--- src/rtl/pyramid_pkg.sv ---
// pyramid_pkg: shared FSM state type and BRAM timing constants for pyramid level readers
package pyramid_pkg;
  typedef enum logic [1:0] {IDLE, READ, DRAIN, DONE} state_t;
  localparam int BRAM_LAT = 2;
  localparam int PIPE_DEPTH = BRAM_LAT + 1;
endpackage

--- src/rtl/valid_addr_pipe.sv ---
// valid_addr_pipe: fixed-depth delay line carrying {valid, address} alongside the data path
module valid_addr_pipe #(
  parameter int AW = 12,
  parameter int DEPTH = 3
) (
  input  logic          clk_in,
  input  logic          rst_in,
  input  logic          in_valid,
  input  logic [AW-1:0] in_addr,
  output logic          out_valid,
  output logic [AW-1:0] out_addr
);
  logic [DEPTH-1:0] v;
  logic [AW-1:0] a [DEPTH];
  // shift valid and address one stage per cycle; reset clears every valid bit
  always_ff @(posedge clk_in or negedge rst_in) begin
    if (!rst_in) begin
      v <= '0;
      for (int i = 0; i < DEPTH; i++) a[i] <= '0;
    end else begin
      v <= DEPTH'({v, in_valid});
      a[0] <= in_addr;
      for (int i = 1; i < DEPTH; i++) a[i] <= a[i-1];
    end
  end
  assign out_valid = v[DEPTH-1];
  assign out_addr = a[DEPTH-1];
endmodule

--- src/rtl/level_diff_reader.sv ---
// level_diff_reader: streams two pyramid levels and writes b - a per pixel (|b - a| when LEVEL_DIFF_ABS_EN is defined)
module level_diff_reader
  import pyramid_pkg::*;
#(
  parameter int BIT_DEPTH = 8,
  parameter int WIDTH = 64,
  parameter int HEIGHT = 64,
  localparam int N = WIDTH * HEIGHT,
  localparam int AW = $clog2(N)
) (
  input  logic                 clk_in,
  input  logic                 rst_in,
  input  logic                 start_in,
  output logic [AW-1:0]        read_addr,
  output logic                 read_addr_valid,
  input  logic [BIT_DEPTH-1:0] pixel_a_in,
  input  logic [BIT_DEPTH-1:0] pixel_b_in,
  output logic [AW-1:0]        write_addr,
  output logic                 write_valid,
  output logic [BIT_DEPTH:0]   diff_out,
  output logic                 busy_out,
  output logic                 done_out
);
  localparam logic [AW-1:0] LAST = AW'(N - 1);
  localparam logic [1:0] DRAIN_LAST = 2'(PIPE_DEPTH - 1);
  state_t state;
  logic [1:0] drain_cnt;
  logic [BIT_DEPTH:0] diff_raw;
  logic [BIT_DEPTH:0] diff_next;
  // pass sequencer: issues every address once, then waits for the pipeline to empty
  always_ff @(posedge clk_in or negedge rst_in) begin
    if (!rst_in) begin
      state <= IDLE;
      read_addr <= '0;
      read_addr_valid <= 1'b0;
      busy_out <= 1'b0;
      done_out <= 1'b0;
      drain_cnt <= '0;
    end else begin
      case (state)
        IDLE: if (start_in) begin
          state <= READ;
          read_addr <= '0;
          read_addr_valid <= 1'b1;
          busy_out <= 1'b1;
        end
        READ: if (read_addr == LAST) begin
          state <= DRAIN;
          read_addr_valid <= 1'b0;
          drain_cnt <= '0;
        end else begin
          read_addr <= read_addr + 1'b1;
        end
        DRAIN: if (drain_cnt == DRAIN_LAST) begin
          state <= DONE;
          done_out <= 1'b1;
        end else begin
          drain_cnt <= drain_cnt + 1'b1;
        end
        DONE: begin
          state <= IDLE;
          done_out <= 1'b0;
          busy_out <= 1'b0;
          read_addr <= '0;
        end
        default: state <= IDLE;
      endcase
    end
  end
  assign diff_raw = {1'b0, pixel_b_in} - {1'b0, pixel_a_in};
`ifdef LEVEL_DIFF_ABS_EN
  assign diff_next = diff_raw[BIT_DEPTH] ? -diff_raw : diff_raw;
`else
  assign diff_next = diff_raw;
`endif
  // subtract register: BRAM data arrives aligned with pipe stage 2, result leaves with stage 3
  always_ff @(posedge clk_in or negedge rst_in) begin
    if (!rst_in) diff_out <= '0;
    else diff_out <= diff_next;
  end
  valid_addr_pipe #(.AW(AW), .DEPTH(PIPE_DEPTH)) u_pipe (
    .clk_in   (clk_in),
    .rst_in   (rst_in),
    .in_valid (read_addr_valid),
    .in_addr  (read_addr),
    .out_valid(write_valid),
    .out_addr (write_addr)
  );
endmodule
--- config.mk ---
export PLATFORM = sky130hd
export DESIGN_NAME = level_diff_reader
export DESIGN_NICKNAME = d
export VERILOG_FILES = /design/src/rtl/pyramid_pkg.sv /design/src/rtl/valid_addr_pipe.sv /design/src/rtl/level_diff_reader.sv
export SDC_FILE = /design/constraint.sdc
export NUM_CORES = 1
export LEC_CHECK = 0
export BUFFER_PORTS_ARGS = -buffer_cell sky130_fd_sc_hd__buf_2
export CAP_MARGIN = 40
export CORE_ASPECT_RATIO = 1.1
export CORE_MARGIN = 4
export CORE_UTILIZATION = 51
export CTS_BUF_LIST = sky130_fd_sc_hd__clkbuf_8
export DETAILED_ROUTE_END_ITERATION = 12
export GPL_TIMING_DRIVEN = 0
export PLACE_DENSITY = 0.82
export SLEW_MARGIN = 15
export SYNTH_ARGS = -nofsm -noshare
export SYNTH_HDL_FRONTEND = slang
export SYNTH_SLANG_ARGS = --single-unit
--- constraint.sdc ---
create_clock -name clk_in -period 2 [get_ports clk_in]
set_input_delay 0.2 -clock clk_in [delete_from_list [all_inputs] [get_ports clk_in]]
set_output_delay 0.2 -clock clk_in [all_outputs]
set_load 0.02 [all_outputs]
### Word level (Yosys, flattened, before mapping)

Cells that the tools add are included.

| storage, ports and cells | value |
|---|---|
| register bits after elaboration | 67 |
| bits of input ports | 19 |
| output and inout bits | 37 |

| cells by class | value |
|---|---|
| $add $sub $neg | 3 |
| equality and inequality tests | 10 |
| muxes and demuxes | 16 |
| reductions and logical operators | 12 |

Operator list:

| operator | number |
|---|---|
| $pmux 12 s3 | 1 |
| $mux 12 | 2 |
| $add 12x1->12 const B | 1 |
| $eq 12x12->1 const B | 1 |
| $reduce_and 3->1 | 4 |
| $mux 2 | 5 |
| $ne 2x2->1 const B | 5 |
| $sub 8x8->9 | 1 |
| $pmux 2 s4 | 1 |
| $reduce_bool 2->1 | 4 |
| $eq 2x2->1 const B | 3 |
| $pmux 1 s2 | 3 |
| $pmux 2 s2 | 1 |
| $reduce_and 2->1 | 2 |
| $mux 1 | 3 |
| $reduce_bool 3->1 | 1 |
| $add 2x1->2 const B | 1 |
| $eq 2x1->1 const B | 1 |
| $logic_not 2->1 | 1 |

### Depth between registers and ports, before layout

Gate-level depths: netlist (run 1).

| depth | value |
|---|---|
| depth in word-level cells | 3 |
| depth in mapped cells | 8 |

### Hierarchy

From an unflattened synthesis (run 1), not the netlist that was laid out.

| unflattened totals | value |
|---|---|
| cells, all modules | 234 |
| area total of the unflattened synthesis | 2840.2 um^2 |

Modules (own cells, without submodules):

| module | instances | cells an instance | area each (um^2) |
|---|---|---|---|
| level_diff_reader | 1 | 183 | 1774.2 |
| valid_addr_pipe | 1 | 51 | 1066.0 |

### Worst setup path before layout (run 1)

OpenSTA, ideal clock, no wires.

| path | value |
|---|---|
| path kind | register to register |
| start point | register read_addr[0] |
| end point | register state[1] |
| library setup time | 125 ps |
| arrival time | 2009 ps |
| required time | 1875 ps |
| setup slack | -133 ps |
| cell stages (with the launch flop) | 9 |
| cell sequence | dfrtp_1 > ha_1 > and2_1 > clkbuf_1 > and4_4 > buf_6 > nor2_2 > nor3_1 > mux2_2 |

| on the way | value |
|---|---|
| word-level cells in the longest chain between the ends | 3 |

RTL lines:

| element | line | RTL |
|---|---|---|
| start, declared | level_diff_reader.sv:14 | `output logic [AW-1:0] read_addr,` |
| start signal, assigned | level_diff_reader.sv:52 | `read_addr <= read_addr + 1'b1;` |
| $eq 12x12->1 | level_diff_reader.sv:47 | `READ: if (read_addr == LAST) begin` |
| $ne 2x2->1 (no line) | n/a |  |
| $reduce_and 3->1 (no line) | n/a |  |
| end signal, assigned | level_diff_reader.sv:48 | `state <= DRAIN;` |
| end signal, assigned | level_diff_reader.sv:55 | `state <= DONE;` |
| end signal, assigned | level_diff_reader.sv:61 | `state <= IDLE;` |
| end, declared | level_diff_reader.sv:26 | `state_t state;` |

No other way between the ends.
A chain may end at the register's enable or synchronous reset.

### Worst setup path in the final report (run 1)

| path | value |
|---|---|
| start point | register read_addr[3] |
| end point | register read_addr[4] |

| on the way | value |
|---|---|
| word-level cells in the longest chain between the ends | 3 |

RTL lines:

| element | line |
|---|---|
| $add 12x1->12 or $eq 12x12->1 (tied branches) | level_diff_reader.sv:52, level_diff_reader.sv:47 |
| $mux 12 or $ne 2x2->1 (tied branches) | n/a |
| $pmux 12 s3 or $reduce_and 3->1 (tied branches) | n/a |

Parallel ways exist; a longest one is shown, timed or not. The select of a mux whose other input is x is not followed.

==> out/qor.yml, run 1 <==
floorplanning:
  fp.dieW_um: 78.4
  core-area_um2: 5130
  fp-row-count: 27
  die_y_um: 85.5
  die_area_um2: 6710
  initial_utilization_pct: 54.2
  io_pins: 56
power:
  p_comb_share_pct: 28.3
  p_leak_nw: 1.81
  switching_share_pct: 30.9
  power_density_nw_per_um2: 1120
  clockPowerShare_pct: 30.7
  peakVddDrop_mv: 0.776
  p_sw_mw: 1.19
  p_int_mw: 2.66
  seq_power_share_pct: 41.1
synth:
  synth_ff_type: "dfrtp_1"
  synth_top_cell_area_share_pct: 60.2
  synth_area_per_cell_um2: 11.6
  seq_area_frac_synth_pct: 60.2
  ys_seq_elements: 67
  ys_async_sr_fraction_pct: 100
  synth.area.top_cells: "dfrtp_1, ha_1, buf_4"
  ys_warn_count: 0
  synth_cells: 239
  ys_types: 42
  syn_nets: 274
  syn_area_um2: 2780
  synth_area_leader_cell: "dfrtp_1"
  synth_edf_count: 0
cts:
  cts_tree: "built"
  h-tree-depth: 3
  cts.sinks: 67
  cts_inserted_buffers: 9
  clk_pin_slew_ps: 70
  root_buffer: "clkbuf_8"
  clk_latency_ps: 330
  cts_buffer_depth: 2
drt:
  vias: 1989
  route.detailed.drc: 0
  drt_iter0_markers: 131
  firstDrtPassIters: 4
  drt-total-wl_um: 5270
  wl_per_cell_um: 13.6
  routed_via_density: 5.14
  postRouteAntennaNets: 0
setup_path:
  r2r_start: "read_addr[3]"
  critPathLaunch: "read_addr[3]"
  worst-r2r-setup-slack_ps: 100
  worstRegToRegCells: 7
  rr_endpoint: "read_addr[4]"
  worst-endpoint-arrival_ps: 2170
  path_max_fanout: 9
  crit_type: "flip-flop to flip-flop"
  cp.required_ps: 2270
  setup.worst_path.end: "read_addr[4]"
  startpoint_type: "flip-flop"
  end_kind: "flip-flop"
place:
  placed_area_um2: 3180
  gp_congestion: 0.816
  dp_slack_ps: -143
  dpl.hpwl_um: 3520
  portBuffers: 55
grt:
  track_usage_pct: 17.0
  globalRoute.totalOverflow: 0
  grt_pass1_vias: 1932
  grt_max_degree: 65
  grt_pass1_wl_um: 8850
  antenna_found_initial: 0
finish:
  layout.nets: 346
  finalInstanceArea_um2: 3460
  drive_above_1_share_pct: 33.0
  antenna_cells: 0
  syn_to_final_growth_pct: 24.1
sta:
  slew_headroom_pct: 68.4
  slew_violations: 0
  worst_pin_slew_ps: 474
  setup_viol: 0
  max_freq_mhz: 526
  layout_setup_ws_ps: 99.3
  period_share_pct: 95.0
  hold_viol: 0
  grt_setup_unrepaired: "false"
  finClkSkew_ps: 3.94
  fin_crit_ps: 1900
min_path:
  worstHoldPathType: "input port to flip-flop"
flow_run:
  max_cap_violations: 0
run_status:
  status: "complete, no violations"
state kept, by name, indices dropped and copies added (netlist names):
register,count
diff_out,9
u_pipe.out_addr,12
state,2
read_addr_valid,1
u_pipe.a,24
busy_out,1
drain_cnt,2
u_pipe.v,3
read_addr,12
done_out,1
worst max-delay path, cell delays in order (launching register included):
cell and delay (ps):
dfrtp_2 470, and4_1 230, buf_6 130, and4_4 180, buf_6 130, or4_1 500, nand2_1 80, a22o_1 110
power by group through the flow:
stage	Sequential (mW)	Clock, mW	Combinational (mW)
final	1.58	1.18	1.09
after global routing	1.60	1.27	1.22
after CTS	1.59	1.21	1.05
after detailed placement	1.63	0	0.989
after global placement	1.62	0	0.936
after floorplan	1.70	0	0.614
final cells by class:
type | count | area [µm²]
multi-input combinational | 135 | 926
clock inverter | 5 | 71.3
inverter | 17 | 63.8
sequential | 67 | 1680
timing repair buffer | 62 | 353
tap | 72 | 90.1
buffer | 19 | 134
clock buffer | 10 | 138
fill | 388 | 1680
how the worst min path moves through the flow:
stage | endpoint | from | slack (ps) | cells after the start
final | diff_out[0] | pixel_a_in[0] | 130 | 3
after global routing | diff_out[0] | pixel_a_in[0] | 140 | 3
after CTS | diff_out[0] | pixel_a_in[0] | 120 | 3
after detailed placement | diff_out[7] | rst_in | 9 | 1
after global placement | u_pipe.out_addr[2] | u_pipe.a[14] | 330 | 0
after floorplan | busy_out | rst_in | -100 | 0
per-stage QoR:
| step | cells | hold WS [ps] | util (%) | setup TNS [ps] | power [mW] |
|---|---|---|---|---|---|
| final | 387 | 133 | 67.3 | 0 | 3.85 |
| after global routing | 387 | 139 | 67.3 | 0 | 4.09 |
| after CTS | 385 | 123 | 66.8 | 0 | 3.86 |
| after detailed placement | 367 | 8.62 | 62.0 | -467 | 2.62 |
| after global placement | 366 | 332 | 61.4 | -124 | 2.56 |
| after floorplan | 239 | -95.6 | - | 0 | 2.31 |
cell usage after synthesis (2+ instances only):
library cell  count
mux2i_1           2
o21ai_0          13
mux2_2            2
and3_1            2
nand3_1          10
a21oi_1          14
o31ai_1           2
nor2b_1           4
or2_2             2
dfrtp_1          67
inv_1            17
nor3_1            6
a22o_1            3
ha_1             15
nor2_1           16
clkbuf_1          6
and4_1            2
nand4_1           4
xnor2_1           2
buf_4            12
xor2_1            2
nand2_1          11
buf_6             2
a31oi_1           5
repair_timing:
action,in CTS,in global routing
endpoints found under the setup margin,7,9
buffers inserted,3,2
hold endpoints to repair,67,0
hold buffers,1,0
pin swaps,2,0
gates resized for setup,3,7
kinds of logic after synthesis:
kind of cell / Yosys count / synth area share (%)
flip-flops: 67 / 60.2
AND/OR/NAND/NOR: 65 / 12.2
AO/OA/AOI/OAI: 46 / 10.2
buffers and inverters: 37 / 7.15
adder cells (fa/ha/maj): 16 / 7.46
XOR/XNOR: 4 / 1.26
multiplexers: 4 / 1.53
placed cells by master (no fill, tap or decap), types with 4 or more instances in the layout:
cell,Yosys,layout
dfrtp_1,67,64
buf_2,0,54
inv_1,17,20
buf_4,12,18
nor2_1,16,16
a21oi_1,14,14
ha_1,15,14
o21ai_0,13,13
nand2_1,11,11
nand3_1,10,10
clkbuf_8,0,10
nor3_1,6,5
a31oi_1,5,5
nand4_1,4,4
per-layer routing:
layer  wire [µm]  global-route usage [%]  vias to the layer above
li1            -                       -                      961
met1        2170                    19.5                      963
met2        2760                    29.4                       58
met3         273                    4.62                        7
met4          62                    8.43                        0
met5           0                       0                        -
Power figures use the tool's default switching activity.
==> run 2: changes to the inputs <==
- BUFFER_PORTS_ARGS: -buffer_cell sky130_fd_sc_hd__buf_2 -> -buffer_cell sky130_fd_sc_hd__buf_4
==> out/qor.yml, run 2 (same netlist as run 1, synthesis figures left out) <==
sta:
  slew_headroom_pct: 70.6  # +2.2 points
  worst_pin_slew_ps: 441  # -32.5 ps
  hold_viol: 0  # unchanged
  finClkSkew_ps: 7.38  # +3.43 ps
  whs_ps: 123  # -10.2 ps
  max_freq_mhz: 523  # -0.53%
  slew_violations: 0  # unchanged
  grt_setup_unrepaired: "false"
  setup_viol: 0  # unchanged
  fin_crit_ps: 1910  # +10.0 ps
  layout_setup_ws_ps: 89.2  # -10.0 ps
  period_share_pct: 95.5  # +0.50 points
place:
  dpl.hpwl_um: 3570  # +1.5%
  portBuffers: 55  # unchanged
  dp_slack_ps: -187  # -43.6 ps
  gp_congestion: 0.833  # +2.0%
cts:
  root_buffer: "clkbuf_8"
  cts_inserted_buffers: 9  # unchanged
  cts_buffer_depth: 2  # unchanged
  cts_tree: "built"
  clk_pin_slew_ps: 70  # about the same
  clk_latency_ps: 340  # about the same
  h-tree-depth: 3  # unchanged
  cts.sinks: 67  # unchanged
finish:
  final_cell_mix: "buf_4, dfrtp_1, inv_1"
  syn_to_final_growth_pct: 28.3
  regMostFlops: "u_pipe.a"
  largest_reg_flops: 24  # unchanged
  drive_above_1_share_pct: 33.3  # +0.32 points
  antenna_cells: 0  # unchanged
  layout.nets: 346  # unchanged
  final_common_cell: "buf_4"
setup_path:
  crit_type: "flip-flop to flip-flop"
  path_common_cell: "buf_6"
  worstRegToRegCells: 7  # unchanged
  path_buf_inv: 2  # unchanged
  startpoint_type: "flip-flop"
  rr_endpoint: "state[1]"
  cpPeakStageDelay_ps: 440  # -60 ps
  r2r_start: "read_addr[3]"
  cp.required_ps: 2230  # -40 ps
  end_kind: "flip-flop"
  cpMaxStageDelayCell: "dfrtp_2"
  cp_top_family: "simple AND/OR/NAND/NOR gates"
  path_cells: "and4_1 -> buf_6 -> and4_4 -> buf_6 -> nor2_2 -> nor3_2 -> mux2_2"
  path_max_fanout: 9  # unchanged
  worst-r2r-setup-slack_ps: 90  # about the same
  worst-endpoint-arrival_ps: 2140  # -30 ps
drt:
  drt-total-wl_um: 5080  # -3.5%
  routed_via_density: 5.06  # -1.5%
  vias: 1960  # -1.5%
  drt_iter0_markers: 100  # -24%
  postRouteAntennaNets: 0  # unchanged
  wl_per_cell_um: 13.1  # -3.5%
  firstDrtPassIters: 4  # unchanged
  route.detailed.drc: 0  # unchanged
grt:
  use_met1_pct: 20.8  # +1.2 points
  grt_pass1_vias: 1994  # +3.2%
  globalRoute.totalOverflow: 0  # unchanged
  antenna_found_initial: 0  # unchanged
  grt.busiest_layer: "met2"
  grt_pass1_wl_um: 8780  # -0.86%
  track_usage_pct: 16.9  # -0.14 points
  grtUsageMet2_pct: 27.6  # -1.8 points
  grt_max_degree: 68  # +4.6%
  use_met3_pct: 4.41  # -0.21 points
floorplanning:
  io_pins: 56  # unchanged
  initial_utilization_pct: 54.2  # unchanged
  fp.dieW_um: 78.4  # unchanged
  fp-row-count: 27  # unchanged
  die_y_um: 85.5  # unchanged
  die_area_um2: 6710  # unchanged
  core-area_um2: 5130  # unchanged
min_path:
  hold_path_depth: 3  # unchanged
  worstHoldStart: "pixel_a_in[0]"
  worstHoldPathType: "input port to flip-flop"
  whs_endpoint: "diff_out[0]"
power:
  power_density_nw_per_um2: 1060  # -4.6%
  peakVddDrop_mv: 0.716  # -7.8%
  p_leak_nw: 1.82  # +0.72%
run_status:
  status: "complete, no violations"
flow_run:
  max_cap_violations: 0  # unchanged
[run 2: area by class of cell]
| type | count | area (µm²) |
|---|---|---|
| flip-flops and latches | 67 | 1680 |
| repair buffers | 62 | 488 |
| well taps | 72 | 90.1 |
| clock inverters | 4 | 42.5 |
| plain buffers | 19 | 133 |
| clock buffers | 11 | 151 |
| multi-input cells | 135 | 921 |
| inverters | 17 | 63.8 |
| fillers | 388 | 1560 |
[run 2: worst max-delay path by stage]
stage / start / endpoint / slack, ps / cells past startpoint
final: read_addr[3] / state[1] / 90 / 7
after CTS: state[1] / read_addr[4] / 10 / 7
after detailed placement: pixel_a_in[0] / diff_out[8] / -190 / 8
after global placement: state[0] / read_addr[10] / -70 / 8
after global routing: read_addr[8] / state[1] / 4 / 6
after floorplan: read_addr[0] / read_addr[4] / 30 / 8
[run 2: report_power, final]
| part | internal [mW] | switching, mW | leakage (nW) |
|---|---|---|---|
| clock | 0.625 | 0.455 | 0.108 |
| combinational | 0.483 | 0.656 | 0.841 |
| sequential | 1.51 | 0.0731 | 0.872 |
[run 2: routing by layer]
layer	wire, µm	share of wire, %	vias up
met4	102	2.0	0
met5	0	0	-
li1	-	-	956
met1	2120	42	943
met3	294	5.8	11
met2	2560	50	50
[run 2: repair_timing]
| action | in CTS | in global routing |
|---|---|---|
| buffers inserted | 3 | 2 |
| pin swaps | 0 | 1 |
| hold buffers | 1 | 0 |
| setup endpoints to repair | 8 | 11 |
| endpoints found under the hold margin | 67 | 0 |
| gates resized for setup | 2 | 7 |
[run 2: worst register-to-register path, stage by stage, from the launching register on]
cell	delay [ps]
dfrtp_2	440
and4_1	220
buf_6	120
and4_4	220
buf_6	120
nor2_2	70
nor3_2	240
mux2_2	360
[run 2: stage by stage]
stage	instances	setup TNS (ps)	util [%]	power (mW)	cell area (µm²)
2_1_floorplan	239	0	-	2.31	2790
3_3_place_gp	366	-204	64.1	2.62	3290
3_5_place_dp	366	-675	64.1	2.67	3290
4_1_cts	384	0	68.5	3.80	3520
5_1_grt	387	0	69.5	4.04	3570
6_report	387	0	69.5	3.80	3570
==> run 3: changes to the inputs <==
- CELL_PAD_IN_SITES_DETAIL_PLACEMENT: unset -> 1
- CELL_PAD_IN_SITES_GLOBAL_PLACEMENT: unset -> 1
- CORE_UTILIZATION: 51 -> 40
- PLACE_DENSITY: 0.82 -> 0.81
==> out/qor.yml, run 3 (same netlist as run 1, synthesis figures left out) <==
floorplanning:
  die_y_um: 95.5  # +12%
  fp.dieW_um: 87.5  # +12%
  initial_utilization_pct: 41.7  # -12 points
  fp-row-count: 31  # +15%
  core-area_um2: 6670  # +30%
  io_pins: 56  # unchanged
  die_area_um2: 8360  # +25%
setup_path:
  worstRegToRegCells: 7  # unchanged
  startpoint_type: "flip-flop"
  worst-endpoint-arrival_ps: 2230  # +90 ps
  crit_type: "flip-flop to flip-flop"
  cp.required_ps: 2270  # +40 ps
  path_max_fanout: 5  # -4
  end_kind: "flip-flop"
sta:
  max_freq_mhz: 510  # -2.6%
  hold_viol: 0  # unchanged
  worst_pin_slew_ps: 518  # +77.4 ps
  setup_tns_ps: 0  # unchanged
  fin_crit_ps: 1960  # +50.2 ps
  slew_headroom_pct: 65.4  # -5.2 points
  finClkSkew_ps: 7.78  # +0.409 ps
  setup_viol: 0  # unchanged
  slew_violations: 0  # unchanged
  period_share_pct: 98.1  # +2.5 points
cts:
  clk_pin_slew_ps: 70  # about the same
  cts_tree: "built"
  cts.sinks: 67  # unchanged
  root_buffer: "clkbuf_8"
  clk_latency_ps: 340  # about the same
  h-tree-depth: 3  # unchanged
  cts_buffer_depth: 2  # unchanged
  cts_inserted_buffers: 9  # unchanged
grt:
  grt_pass1_vias: 2086  # +4.6%
  grt_max_degree: 68  # unchanged
  track_usage_pct: 16.0  # -0.90 points
  antenna_found_initial: 0  # unchanged
  grt_pass1_wl_um: 10200  # +16%
  globalRoute.totalOverflow: 0  # unchanged
drt:
  wl_per_cell_um: 15.5  # +18%
  postRouteAntennaNets: 0  # unchanged
  drt-total-wl_um: 6200  # +22%
  vias: 2038  # +4.0%
  routed_via_density: 5.08  # +0.35%
  drt_iter0_markers: 84  # -16%
  route.detailed.drc: 0  # unchanged
  firstDrtPassIters: 5  # +1
finish:
  fill_cells: 726  # +87%
  largest_reg_flops: 24  # unchanged
  final_common_cell: "buf_4"
  regMostFlops: "u_pipe.a"
  antenna_cells: 0  # unchanged
  syn_to_final_growth_pct: 29.3
  fin_util_pct: 54.0  # -16 points
  layout.nets: 350  # +1.2%
  drive_above_1_share_pct: 36.1  # +2.7 points
  final_cell_mix: "buf_4, dfrtp_1, inv_1"
place:
  dpl.hpwl_um: 4350  # +22%
  portBuffers: 55  # unchanged
  gp_congestion: 0.754  # -9.5%
power:
  peakVddDrop_mv: 0.623  # -13%
  power_density_nw_per_um2: 1040  # -2.1%
  p_leak_nw: 1.82  # -0.10%
run_status:
  status: "complete, no violations"
min_path:
  hold_path_depth: 3  # unchanged
  worstHoldPathType: "input port to flip-flop"
flow_run:
  max_cap_violations: 0  # unchanged
-- run 3: cell count changes in the layout (fill, tap and decap cells not counted), sizes merged --
cell | before | now
clkinvlp | 0 | 2
clkinv | 1 | 3
buf | 75 | 79
bufinv | 1 | 0
clkbuf | 16 | 15
inv | 19 | 17
-- run 3: metrics by stage --
stage / setup slack, ps / cells / hold WS, ps / power [mW] / instance area [µm²]
finish: 39.0 / 401 / 118 / 3.75 / 3600
global route: -41.5 / 401 / 145 / 4.00 / 3600
CTS: 3.66 / 395 / 110 / 3.71 / 3520
detailed placement: -218 / 376 / 336 / 2.71 / 3300
global placement: -125 / 376 / 331 / 2.64 / 3300
floorplan: 25.7 / 239 / -95.6 / 2.31 / 2790
-- run 3: final timing paths --
| kind | start | endpoint | slack [ps] |
|---|---|---|---|
| min in group asynchronous | rst_in | done_out | 240 |
| setup reg to reg | state[0] | read_addr[4] | 40 |
| hold / removal | pixel_a_in[0] | diff_out[0] | 120 |
| hold reg to reg | u_pipe.a[16] | u_pipe.out_addr[4] | 350 |
| max in group asynchronous | rst_in | read_addr[3] | 1240 |
| setup / recovery | state[0] | read_addr[4] | 40 |
-- run 3: worst max-delay path, stage by stage, from the launching register on --
cell and delay, ps:
dfrtp_1 400, inv_1 100, ha_2 220, nor2b_2 190
or2_2 310, or4_1 480, nand2_1 80, a22o_1 120
-- run 3: routing by layer --
metal,up-vias,wire (µm),global-route usage (%)
met5,-,0,0
met4,0,157,6.65
met3,15,316,4.93
met2,49,3290,26.9
met1,1008,2430,18.8
li1,966,-,-
-- run 3: report_power, final --
| group | leakage, nW | internal (mW) | switching, mW |
|---|---|---|---|
| clock | 0.0839 | 0.469 | 0.499 |
| sequential | 0.870 | 1.51 | 0.0846 |
| combinational | 0.865 | 0.507 | 0.684 |
-- run 3: timing repair --
item                                    4_1_cts  5_1_grt
resized for setup                             5        9
endpoints found under the setup margin       11        8
setup buffers                                 3        6
pin swaps                                     1        0
hold buffers                                  1        0
endpoints found under the hold margin        56        0
-- run 3: cell type report --
| class | instances | area (µm²) | share of cell area (%) |
|---|---|---|---|
| clock inverter | 5 | 30.0 | 0.834 |
| sequential | 67 | 1680 | 46.7 |
| clock buffer | 10 | 138 | 3.82 |
| buffer | 19 | 136 | 3.79 |
| tap | 82 | 103 | 2.85 |
| timing repair buffer | 66 | 518 | 14.4 |
| multi-input combinational | 135 | 930 | 25.8 |
| inverter | 17 | 63.8 | 1.77 |
